## src/rtl/reg_swap_seq_pkg.sv

```systemverilog
// rtl/reg_swap_seq_pkg.sv - shared state encoding and default sizes for the register swap engine
//
// Purpose : state_t encoding used by the exchange FSM, plus the default
//           register width and address width for the interface and top.
// Ports   : none (package)
// Options : SWAP_NIBBLE_EN adds the S_WR_N state used by the nibble-swap path.
package reg_swap_seq_pkg;

    localparam int DEF_DW = 8;
    localparam int DEF_AW = 3;

    typedef enum logic [2:0] {
        S_IDLE = 3'd0,
        S_RD_A = 3'd1,
        S_RD_B = 3'd2,
        S_WR_A = 3'd3,
        S_WR_B = 3'd4,
        S_DONE = 3'd5
`ifdef SWAP_NIBBLE_EN
        ,
        S_WR_N = 3'd6
`endif
    } state_t;

endpackage

```

## src/rtl/reg_swap_seq_if.sv

```systemverilog
// rtl/reg_swap_seq_if.sv - control-unit and register-file signals of the register swap engine
//
// Purpose : bundles the request handshake (req/addr_a/addr_b/busy/done) and
//           the single read port / single write port towards the register file.
// Modports: master - control unit + register file side (drives req, addresses, rf_rdata)
//           slave  - the swap engine (drives busy, done and the rf read/write port)
// Options : SWAP_NIBBLE_EN adds the nib request qualifier.
interface reg_swap_seq_if
    import reg_swap_seq_pkg::*;
#(
    parameter int DW = DEF_DW,
    parameter int AW = DEF_AW
);

    logic          req;
    logic [AW-1:0] addr_a;
    logic [AW-1:0] addr_b;
`ifdef SWAP_NIBBLE_EN
    logic          nib;
`endif
    logic          busy;
    logic          done;
    logic [AW-1:0] rf_raddr;
    logic [DW-1:0] rf_rdata;
    logic          rf_we;
    logic [AW-1:0] rf_waddr;
    logic [DW-1:0] rf_wdata;

    modport master (
        output req, addr_a, addr_b,
`ifdef SWAP_NIBBLE_EN
        output nib,
`endif
        output rf_rdata,
        input  busy, done, rf_raddr, rf_we, rf_waddr, rf_wdata
    );

    modport slave (
        input  req, addr_a, addr_b,
`ifdef SWAP_NIBBLE_EN
        input  nib,
`endif
        input  rf_rdata,
        output busy, done, rf_raddr, rf_we, rf_waddr, rf_wdata
    );

endinterface

```

## src/rtl/reg_swap_seq.sv

```systemverilog
// rtl/reg_swap_seq.sv - sequential two-register exchange engine using one rf read and one rf write port
//
// Purpose : on an accepted req, reads register ra then rb into tmp_a/tmp_b,
//           writes tmp_b to ra and tmp_a to rb, then pulses done. Both reads
//           finish before the first write, so a bypassing register file is safe.
//           Equal addresses skip straight to DONE with no writes.
// Ports   : clk   - rising-edge clock
//           rst_n - asynchronous active-low reset
//           bus   - reg_swap_seq_if.slave (req/addr_a/addr_b in, busy/done out,
//                   rf_raddr/rf_rdata read port, rf_we/rf_waddr/rf_wdata write port)
// Options : SWAP_NIBBLE_EN - req with nib=1 swaps the two nibbles of addr_a
//           (IDLE -> RD_A -> WR_N -> DONE).
module reg_swap_seq
    import reg_swap_seq_pkg::*;
#(
    parameter int DW = DEF_DW,
    parameter int AW = DEF_AW
) (
    input  logic          clk,
    input  logic          rst_n,
    reg_swap_seq_if.slave bus
);

    state_t        state_q;
    state_t        state_d;
    logic [AW-1:0] ra;
    logic [AW-1:0] rb;
    logic [DW-1:0] tmp_a;
    logic [DW-1:0] tmp_b;
`ifdef SWAP_NIBBLE_EN
    logic          nib_q;
`endif

    logic          busy_o;
    logic          done_o;
    logic [AW-1:0] raddr_o;
    logic          we_o;
    logic [AW-1:0] waddr_o;
    logic [DW-1:0] wdata_o;

    // State register
    always_ff @(posedge clk or negedge rst_n) begin
        if (!rst_n) begin
            state_q <= S_IDLE;
        end else begin
            state_q <= state_d;
        end
    end

    // Address and data latches; addresses are only captured on accept, so
    // later changes on addr_a/addr_b (or a req while busy) have no effect.
    always_ff @(posedge clk or negedge rst_n) begin
        if (!rst_n) begin
            ra    <= '0;
            rb    <= '0;
            tmp_a <= '0;
            tmp_b <= '0;
`ifdef SWAP_NIBBLE_EN
            nib_q <= 1'b0;
`endif
        end else begin
            if (state_q == S_IDLE && bus.req) begin
                ra <= bus.addr_a;
                rb <= bus.addr_b;
`ifdef SWAP_NIBBLE_EN
                nib_q <= bus.nib;
`endif
            end
            if (state_q == S_RD_A) begin
                tmp_a <= bus.rf_rdata;
            end
            if (state_q == S_RD_B) begin
                tmp_b <= bus.rf_rdata;
            end
        end
    end

    // Next-state logic
    always_comb begin
        state_d = state_q;
        case (state_q)
            S_IDLE: begin
                if (bus.req) begin
                    if (bus.addr_a == bus.addr_b) begin
                        state_d = S_DONE;
                    end else begin
                        state_d = S_RD_A;
                    end
`ifdef SWAP_NIBBLE_EN
                    // Nibble swap ignores addr_b, so equality must not short-cut it.
                    if (bus.nib) begin
                        state_d = S_RD_A;
                    end
`endif
                end
            end
`ifdef SWAP_NIBBLE_EN
            S_RD_A:  state_d = nib_q ? S_WR_N : S_RD_B;
            S_WR_N:  state_d = S_DONE;
`else
            S_RD_A:  state_d = S_RD_B;
`endif
            S_RD_B:  state_d = S_WR_A;
            S_WR_A:  state_d = S_WR_B;
            S_WR_B:  state_d = S_DONE;
            S_DONE:  state_d = S_IDLE;
            default: state_d = S_IDLE;
        endcase
    end

    // Moore output decode
    always_comb begin
        busy_o  = (state_q != S_IDLE);
        done_o  = (state_q == S_DONE);
        raddr_o = (state_q == S_RD_B) ? rb : ra;
        we_o    = 1'b0;
        waddr_o = ra;
        wdata_o = '0;
        case (state_q)
            S_WR_A: begin
                we_o    = 1'b1;
                wdata_o = tmp_b;
            end
            S_WR_B: begin
                we_o    = 1'b1;
                waddr_o = rb;
                wdata_o = tmp_a;
            end
`ifdef SWAP_NIBBLE_EN
            S_WR_N: begin
                we_o    = 1'b1;
                wdata_o = {tmp_a[DW/2-1:0], tmp_a[DW-1:DW/2]};
            end
`endif
            default: begin
                we_o = 1'b0;
            end
        endcase
    end

    assign bus.busy     = busy_o;
    assign bus.done     = done_o;
    assign bus.rf_raddr = raddr_o;
    assign bus.rf_we    = we_o;
    assign bus.rf_waddr = waddr_o;
    assign bus.rf_wdata = wdata_o;

endmodule

```

## src/flat_wrapper.sv

```systemverilog
// flat-port wrapper written by rule: the top's interface ports become plain ports
module reg_swap_seq_flat import reg_swap_seq_pkg::*;
#(
    parameter int DW = DEF_DW,
    parameter int AW = DEF_AW
)
  (clk, rst_n, bus_req, bus_addr_a, bus_addr_b, bus_rf_rdata, bus_busy, bus_done, bus_rf_raddr, bus_rf_we, bus_rf_waddr, bus_rf_wdata);
  reg_swap_seq_if #(.DW(DW), .AW(AW)) bus_i ();
  input  logic clk;
  input  logic rst_n;
  input wire logic [$bits(bus_i.req)-1:0] bus_req;
  input wire logic [$bits(bus_i.addr_a)-1:0] bus_addr_a;
  input wire logic [$bits(bus_i.addr_b)-1:0] bus_addr_b;
  input wire logic [$bits(bus_i.rf_rdata)-1:0] bus_rf_rdata;
  output wire logic [$bits(bus_i.busy)-1:0] bus_busy;
  output wire logic [$bits(bus_i.done)-1:0] bus_done;
  output wire logic [$bits(bus_i.rf_raddr)-1:0] bus_rf_raddr;
  output wire logic [$bits(bus_i.rf_we)-1:0] bus_rf_we;
  output wire logic [$bits(bus_i.rf_waddr)-1:0] bus_rf_waddr;
  output wire logic [$bits(bus_i.rf_wdata)-1:0] bus_rf_wdata;
  assign bus_i.req = bus_req;
  assign bus_i.addr_a = bus_addr_a;
  assign bus_i.addr_b = bus_addr_b;
  assign bus_i.rf_rdata = bus_rf_rdata;
  assign bus_busy = bus_i.busy;
  assign bus_done = bus_i.done;
  assign bus_rf_raddr = bus_i.rf_raddr;
  assign bus_rf_we = bus_i.rf_we;
  assign bus_rf_waddr = bus_i.rf_waddr;
  assign bus_rf_wdata = bus_i.rf_wdata;
  reg_swap_seq #(.DW(DW), .AW(AW)) u_core (.clk(clk), .rst_n(rst_n), .bus(bus_i));
endmodule
```

## config.mk

```make
export PLATFORM = sky130hd
export DESIGN_NAME = reg_swap_seq_flat
export DESIGN_NICKNAME = d
export VERILOG_FILES = /design/src/rtl/reg_swap_seq_pkg.sv /design/src/rtl/reg_swap_seq_if.sv /design/src/rtl/reg_swap_seq.sv /design/src/flat_wrapper.sv
export SDC_FILE = /design/constraint.sdc
export NUM_CORES = 1
export LEC_CHECK = 0
export ABC_AREA = 1
export CORE_MARGIN = 5
export CORE_UTILIZATION = 33
export DETAILED_ROUTE_END_ITERATION = 10
export SETUP_SLACK_MARGIN = 0.3
export SLEW_MARGIN = 30
export SYNTH_ARGS = -nofsm -noshare
export SYNTH_HDL_FRONTEND = slang
export SYNTH_SLANG_ARGS = --single-unit
```

## constraint.sdc

```tcl
create_clock -name clk -period 1.2 [get_ports clk]
set_clock_uncertainty 0.05 [all_clocks]
set_input_delay 0.24 -clock clk [delete_from_list [all_inputs] [get_ports clk]]
set_output_delay 0.24 -clock clk [all_outputs]
set_load 0.05 [all_outputs]
```

; Word-level counts from Yosys, hierarchy flattened
; Cells that the tools add are included.
[totals]
register_bits = 25
input_bits = 17
[classes]
n_eq_ne = 7
n_mux = 7
n_reduce_logical = 4
[op_table]
columns = op, count
row1 = $pmux 8 s2, 1
row2 = $pmux 3 s5, 1
row3 = $mux 3, 4
row4 = $eq 3x2->1 const B, 2
row5 = $eq 3x3->1 const B, 2
row6 = $eq 3x1->1 const B, 1
row7 = $eq 3x3->1, 1
row8 = $logic_not 3->1, 1
row9 = $reduce_bool 3->1, 1
row10 = $ne 2x2->1 const B, 1
row11 = $reduce_or 2->1, 1
row12 = $logic_and 1x1->1, 1
row13 = $mux 1, 1

; Logic depth before layout (Yosys ltp)
[depth]
ltp_word = 4
depth_mapped = 6
depth_no_buf = 6

; Worst setup path after synthesis
; OpenSTA, ideal clock, no wires.
[synth_timing]
path_kind = register -> output
from = register u_core.state_q[2]
to = output port bus_rf_raddr[0]
t_arrival_ns = 1.913
slack_ns = -1.003
path_stages_with_launch = 5
cell_sequence = dfrtp_1 > inv_1 > nand3_1 > clkbuf_2 > o21ai_0
[synth_via]
elab_chain_cells = 2
[synth_lines]
columns = item, line_no
row1 = from (decl), reg_swap_seq.sv:24  ; state_t state_q;
row2 = from (signal assigned), reg_swap_seq.sv:46  ; state_q <= state_d;
row3 = $eq 3x2->1, reg_swap_seq.sv:115  ; raddr_o = (state_q == S_RD_B) ? rb : ra;
row4 = $mux 3, reg_swap_seq.sv:115
row5 = to (decl), flat_wrapper.sv:17  ; output wire logic [$bits(bus_i.rf_raddr)-1:0] bus_rf_raddr;
; No other way between the ends.

; Worst setup path after layout
[layout_timing]
from = register u_core.state_q[0]
to = output port bus_rf_wdata[2]
[layout_via]
elab_chain_cells = 2
word_cells_on_any_way = 3
[layout_lines]
columns = item, line_no
row1 = $eq 3x3->1 / $eq 3x2->1 (equally long branches), reg_swap_seq.sv:119  ; case (state_q)
row2 = $pmux 8 s2 (*), reg_swap_seq.sv:119
row3 = to (decl), flat_wrapper.sv:20  ; output wire logic [$bits(bus_i.rf_wdata)-1:0] bus_rf_wdata;
; Mark *: on every way between the ends. The rest lies on a longest branch, timed or not.

==> report_table.html <==
<table>
<tr><th>Metric</th><th>Value</th></tr>
<tr><th colspan="2">STA</th></tr>
<tr><td>Hold Vio Cnt, Final</td><td>0</td></tr>
<tr><td>Final critical delay including setup and external delays</td><td>1.74 ns</td></tr>
<tr><td>Transition at the pin with the smallest max-transition slack</td><td>0.295 ns</td></tr>
<tr><td>Fmax</td><td>575 MHz</td></tr>
<tr><td>Post-Route Setup TNS</td><td>-16.38 ns</td></tr>
<tr><td>Slew HR</td><td>80.3%</td></tr>
<tr><td>Final-report setup violation count</td><td>42</td></tr>
<tr><td>Number of max-slew violations in the final report</td><td>0</td></tr>
<tr><td>Worst Setup Slack, final</td><td>-0.538 ns</td></tr>
<tr><td>RSZ-0062 raised after global routing</td><td>yes</td></tr>
<tr><td>Final Cycle Share</td><td>145%</td></tr>
<tr><th colspan="2">Worst setup path</th></tr>
<tr><td>Worst-path cell chain</td><td>nor2_4 &gt; buf_6 &gt; nand3_4 &gt; o21ai_4 &gt; buf_12</td></tr>
<tr><td>Number of stages on the worst setup path</td><td>5</td></tr>
<tr><td>CP max stage delay</td><td>0.47 ns</td></tr>
<tr><td>Slack of the worst reg-to-reg path</td><td>-0.36 ns</td></tr>
<tr><td>CP Class</td><td>reg -&gt; out</td></tr>
<tr><td>Worst r2r dst</td><td>u_core.tmp_b[6]</td></tr>
<tr><td>Data required time of the worst path</td><td>0.91 ns</td></tr>
<tr><td>Startpoint kind of the worst setup timing path</td><td>flip-flop</td></tr>
<tr><td>Setup crit end kind</td><td>output port</td></tr>
<tr><td>Crit path buf inv count</td><td>2</td></tr>
<tr><td>Maximum fanout count along the critical path</td><td>5</td></tr>
<tr><td>Largest delay share family, worst path</td><td>flip-flops</td></tr>
<tr><td>R2R cell count</td><td>8</td></tr>
<tr><td>Worst-path cell with the longest stage delay</td><td>sky130_fd_sc_hd__dfrtp_2</td></tr>
<tr><td>WP data arrival</td><td>1.45 ns</td></tr>
<tr><td>FF-to-FF Start</td><td>u_core.state_q[2]</td></tr>
<tr><th colspan="2">Logic synthesis</th></tr>
<tr><td>Seq/Total Area, Yosys</td><td>50.3%</td></tr>
<tr><td>Nets in the synthesized netlist</td><td>175</td></tr>
<tr><td>Register bit count reported by yosys</td><td>25</td></tr>
<tr><td>Fraction of synthesized cell area taken by the top area cell type</td><td>50.3%</td></tr>
<tr><td>Area leader, netlist</td><td>sky130_fd_sc_hd__dfrtp_1</td></tr>
<tr><td>Top cells by area in the synthesized netlist</td><td>sky130_fd_sc_hd__dfrtp_1 (50%), sky130_fd_sc_hd__nand2_1 (12%), sky130_fd_sc_hd__inv_1 (8.5%), sky130_fd_sc_hd__o21ai_0 (8.5%), sky130_fd_sc_hd__o21ai_2 (5.6%)</td></tr>
<tr><td>Count of unique library cells instantiated by Yosys</td><td>15</td></tr>
<tr><td>Gate count of the mapped netlist</td><td>158</td></tr>
<tr><td>Yosys warning total</td><td>0</td></tr>
<tr><td>Post-Synthesis Cell Area</td><td>1240 um2</td></tr>
<tr><td>Mean instance size in the synthesized netlist</td><td>7.87 um2</td></tr>
<tr><th colspan="2">Route</th></tr>
<tr><td>Vias after detailed routing</td><td>1373</td></tr>
<tr><td>Initial DRC count</td><td>86</td></tr>
<tr><td>Mean number of vias per cell</td><td>4.83</td></tr>
<tr><td>Remaining antenna violation count after routing</td><td>0</td></tr>
<tr><td>DR DRC count</td><td>0</td></tr>
<tr><td>Total Routed Length</td><td>5160 um</td></tr>
<tr><td>Detailed-router iteration count before antenna repair</td><td>4</td></tr>
<tr><td>Final routed wire length divided by cell count</td><td>18.2 um</td></tr>
<tr><th colspan="2">Place</th></tr>
<tr><td>Placed standard-cell area</td><td>2250 um2</td></tr>
<tr><td>Half-perimeter wire length after detailed placement</td><td>2610 um</td></tr>
<tr><td>Number of I/O port buffers</td><td>33</td></tr>
<tr><td>Worst setup timing slack at the placement stage</td><td>-0.230 ns</td></tr>
<tr><td>Final weighted congestion in routability-driven placement</td><td>0.820</td></tr>
<tr><th colspan="2">Flow run</th></tr>
<tr><td>Number of maximum-capacitance violations</td><td>0</td></tr>
<tr><th colspan="2">GRT</th></tr>
<tr><td>Global Route met3 Usage</td><td>1.96%</td></tr>
<tr><td>Via count of the first global-routing pass</td><td>1468</td></tr>
<tr><td>Pin count of the biggest net entering global routing</td><td>26</td></tr>
<tr><td>Antenna violations before repair</td><td>0</td></tr>
<tr><td>First-pass GRT wire length</td><td>7450 um</td></tr>
<tr><td>Met1 track utilization from global routing</td><td>23.7%</td></tr>
<tr><td>Met2 track demand over resource in global routing</td><td>33.4%</td></tr>
<tr><td>Leftover overflow at the end of global routing</td><td>0</td></tr>
<tr><td>Total track usage</td><td>18.8%</td></tr>
<tr><td>Gr busiest metal</td><td>met2</td></tr>
<tr><th colspan="2">Finish</th></tr>
<tr><td>Area growth syn-to-layout</td><td>139%</td></tr>
<tr><td>Share of cells above drive strength 1</td><td>63.1%</td></tr>
<tr><td>Number of nets in the finished design</td><td>254</td></tr>
<tr><td>Post-Layout Inst Area</td><td>2970 um2</td></tr>
<tr><td>Ant diodes</td><td>0</td></tr>
<tr><th colspan="2">Power</th></tr>
<tr><td>IR Drop Worst-Case VDD</td><td>1480 uV</td></tr>
<tr><td>Cell internal pwr</td><td>0.00490 W</td></tr>
<tr><td>Clk network pwr share</td><td>5.5%</td></tr>
<tr><td>Static leakage</td><td>1.32 nW</td></tr>
<tr><td>P per Cell Area</td><td>3110 nW/um2</td></tr>
<tr><td>Fraction of power spent switching nets</td><td>47.0%</td></tr>
<tr><td>Flop pwr share</td><td>19.4%</td></tr>
<tr><td>Comb pwr share</td><td>75.0%</td></tr>
<tr><td>Switching pwr</td><td>0.00435 W</td></tr>
<tr><th colspan="2">Clock network</th></tr>
<tr><td>Clock Tree Buf Depth</td><td>2</td></tr>
<tr><td>Clk_lat worst skew</td><td>0.27 ns</td></tr>
<tr><td>Clock transition at path regs</td><td>0.09 ns</td></tr>
<tr><td>H-tree levels</td><td>1</td></tr>
<tr><td>Clock sink total</td><td>25</td></tr>
<tr><td>Number of clock buffers inserted by TritonCTS</td><td>3</td></tr>
<tr><td># hold bufs at CTS</td><td>0</td></tr>
<tr><td>CTS tree</td><td>done</td></tr>
<tr><td>Cell at the root of the clock tree</td><td>sky130_fd_sc_hd__clkbuf_8</td></tr>
<tr><th colspan="2">Die</th></tr>
<tr><td>Core area</td><td>3660 um2</td></tr>
<tr><td>Vert. Die Dim</td><td>71.4 um</td></tr>
<tr><td>Number of ports placed on the die boundary</td><td>34</td></tr>
<tr><td>Width of the chip</td><td>71.4 um</td></tr>
<tr><td>Initial cell density of the core</td><td>34.0%</td></tr>
<tr><td>Area of the die</td><td>5100 um2</td></tr>
<tr><td>Rows</td><td>22</td></tr>
<tr><th colspan="2">Min path</th></tr>
<tr><td>Hold WC Path Type</td><td>in -&gt; async</td></tr>
<tr><th colspan="2">Run status</th></tr>
<tr><td>Run status</td><td>finished with violations</td></tr>
<tr><td>Failing checks</td><td>setup timing</td></tr>
</table>
==> worst max path at each step <==
stage                                 start  slack [ns]         endpoint
after global routing      u_core.state_q[0]       -0.57  bus_rf_wdata[7]
after global placement    u_core.state_q[0]       -0.21  bus_rf_wdata[2]
after CTS                 u_core.state_q[0]       -0.52  bus_rf_wdata[0]
final                     u_core.state_q[0]       -0.54  bus_rf_wdata[2]
after floorplan           u_core.state_q[2]       -0.24  bus_rf_wdata[0]
after detailed placement  u_core.state_q[0]       -0.23  bus_rf_wdata[6]
==> synth_stat cells, drive strengths merged <==
library cell,n
nand2,41
o21ai,36
inv,28
dfrtp,25
nand3,11
nor2,7
buf,5
a21oi,3
clkbuf,1
nor3,1
==> state kept, by name, indices dropped and copies added, names as in the netlist <==
register,count
u_core.tmp_b,8
u_core.tmp_a,8
u_core.rb,3
u_core.ra,3
u_core.state_q,3
==> power by group through the flow <==
stage                     clock (W)  combinational [W]  sequential [W]
after floorplan                   0            0.00284         0.00152
after global routing       0.000562            0.00722         0.00184
after CTS                  0.000512            0.00615         0.00165
after global placement            0            0.00469         0.00153
after detailed placement          0            0.00480         0.00155
final                      0.000511            0.00695         0.00180
==> through the flow <==
stage                     utilization (%)  power (W)  hold slack (ns)  instances
after floorplan                         -    0.00436           -0.106        158
final                                81.2    0.00926            0.261        284
after global routing                 81.2    0.00963            0.264        284
after global placement               61.4    0.00622            0.416        258
after CTS                            74.7    0.00831            0.265        278
after detailed placement             61.4    0.00635            0.418        258
==> kinds of logic after synthesis <==
family / after synthesis / synth area share [%]
compound gates: 39 / 18.1
buf+inv: 34 / 11.9
flops: 25 / 50.3
simple gates: 60 / 19.7
==> worst reg2reg max path, stage by stage, from the launching register on <==
cell and delay, ns:
sky130_fd_sc_hd__dfrtp_1 0.43, sky130_fd_sc_hd__inv_4 0.12, sky130_fd_sc_hd__nand3_4 0.19, sky130_fd_sc_hd__buf_6 0.18, sky130_fd_sc_hd__buf_6 0.11, sky130_fd_sc_hd__buf_6 0.12, sky130_fd_sc_hd__buf_16 0.14, sky130_fd_sc_hd__nand2_4 0.07
sky130_fd_sc_hd__o21ai_4 0.05
==> routing by layer <==
| metal | vias up | part of all wire [%] |
|---|---|---|
| met5 | - | 0 |
| li1 | 659 | - |
| met3 | 10 | 2.3 |
| met1 | 672 | 41 |
| met4 | 0 | 2.4 |
| met2 | 32 | 54 |
==> placed cells by master (no fill, tap or decap), types with 15 or more instances in the layout <==
master,netlist,routed
sky130_fd_sc_hd__o21ai_4,0,15
sky130_fd_sc_hd__o21ai_2,8,15
sky130_fd_sc_hd__buf_4,0,19
sky130_fd_sc_hd__dfrtp_1,25,23
sky130_fd_sc_hd__buf_12,0,24
sky130_fd_sc_hd__inv_1,28,26
sky130_fd_sc_hd__nand2_4,0,19
sky130_fd_sc_hd__clkdlybuf4s50_1,0,16
sky130_fd_sc_hd__buf_6,2,16
==> timing repair <==
item	CTS	global route
setup endpoints to repair	42	42
resized for setup	64	37
buffers inserted	11	6
cloned	5	0
pin swaps	8	10
==> cell type report <==
class	count	area [um2]
flip-flops and latches	25	628
repair buffers	80	1100
inverters	28	110
clock buffers	4	45.0
multi-input cells	99	1030
well taps	48	60.1
fillers	194	687
No activity file was read; power rests on OpenSTA's default activity.
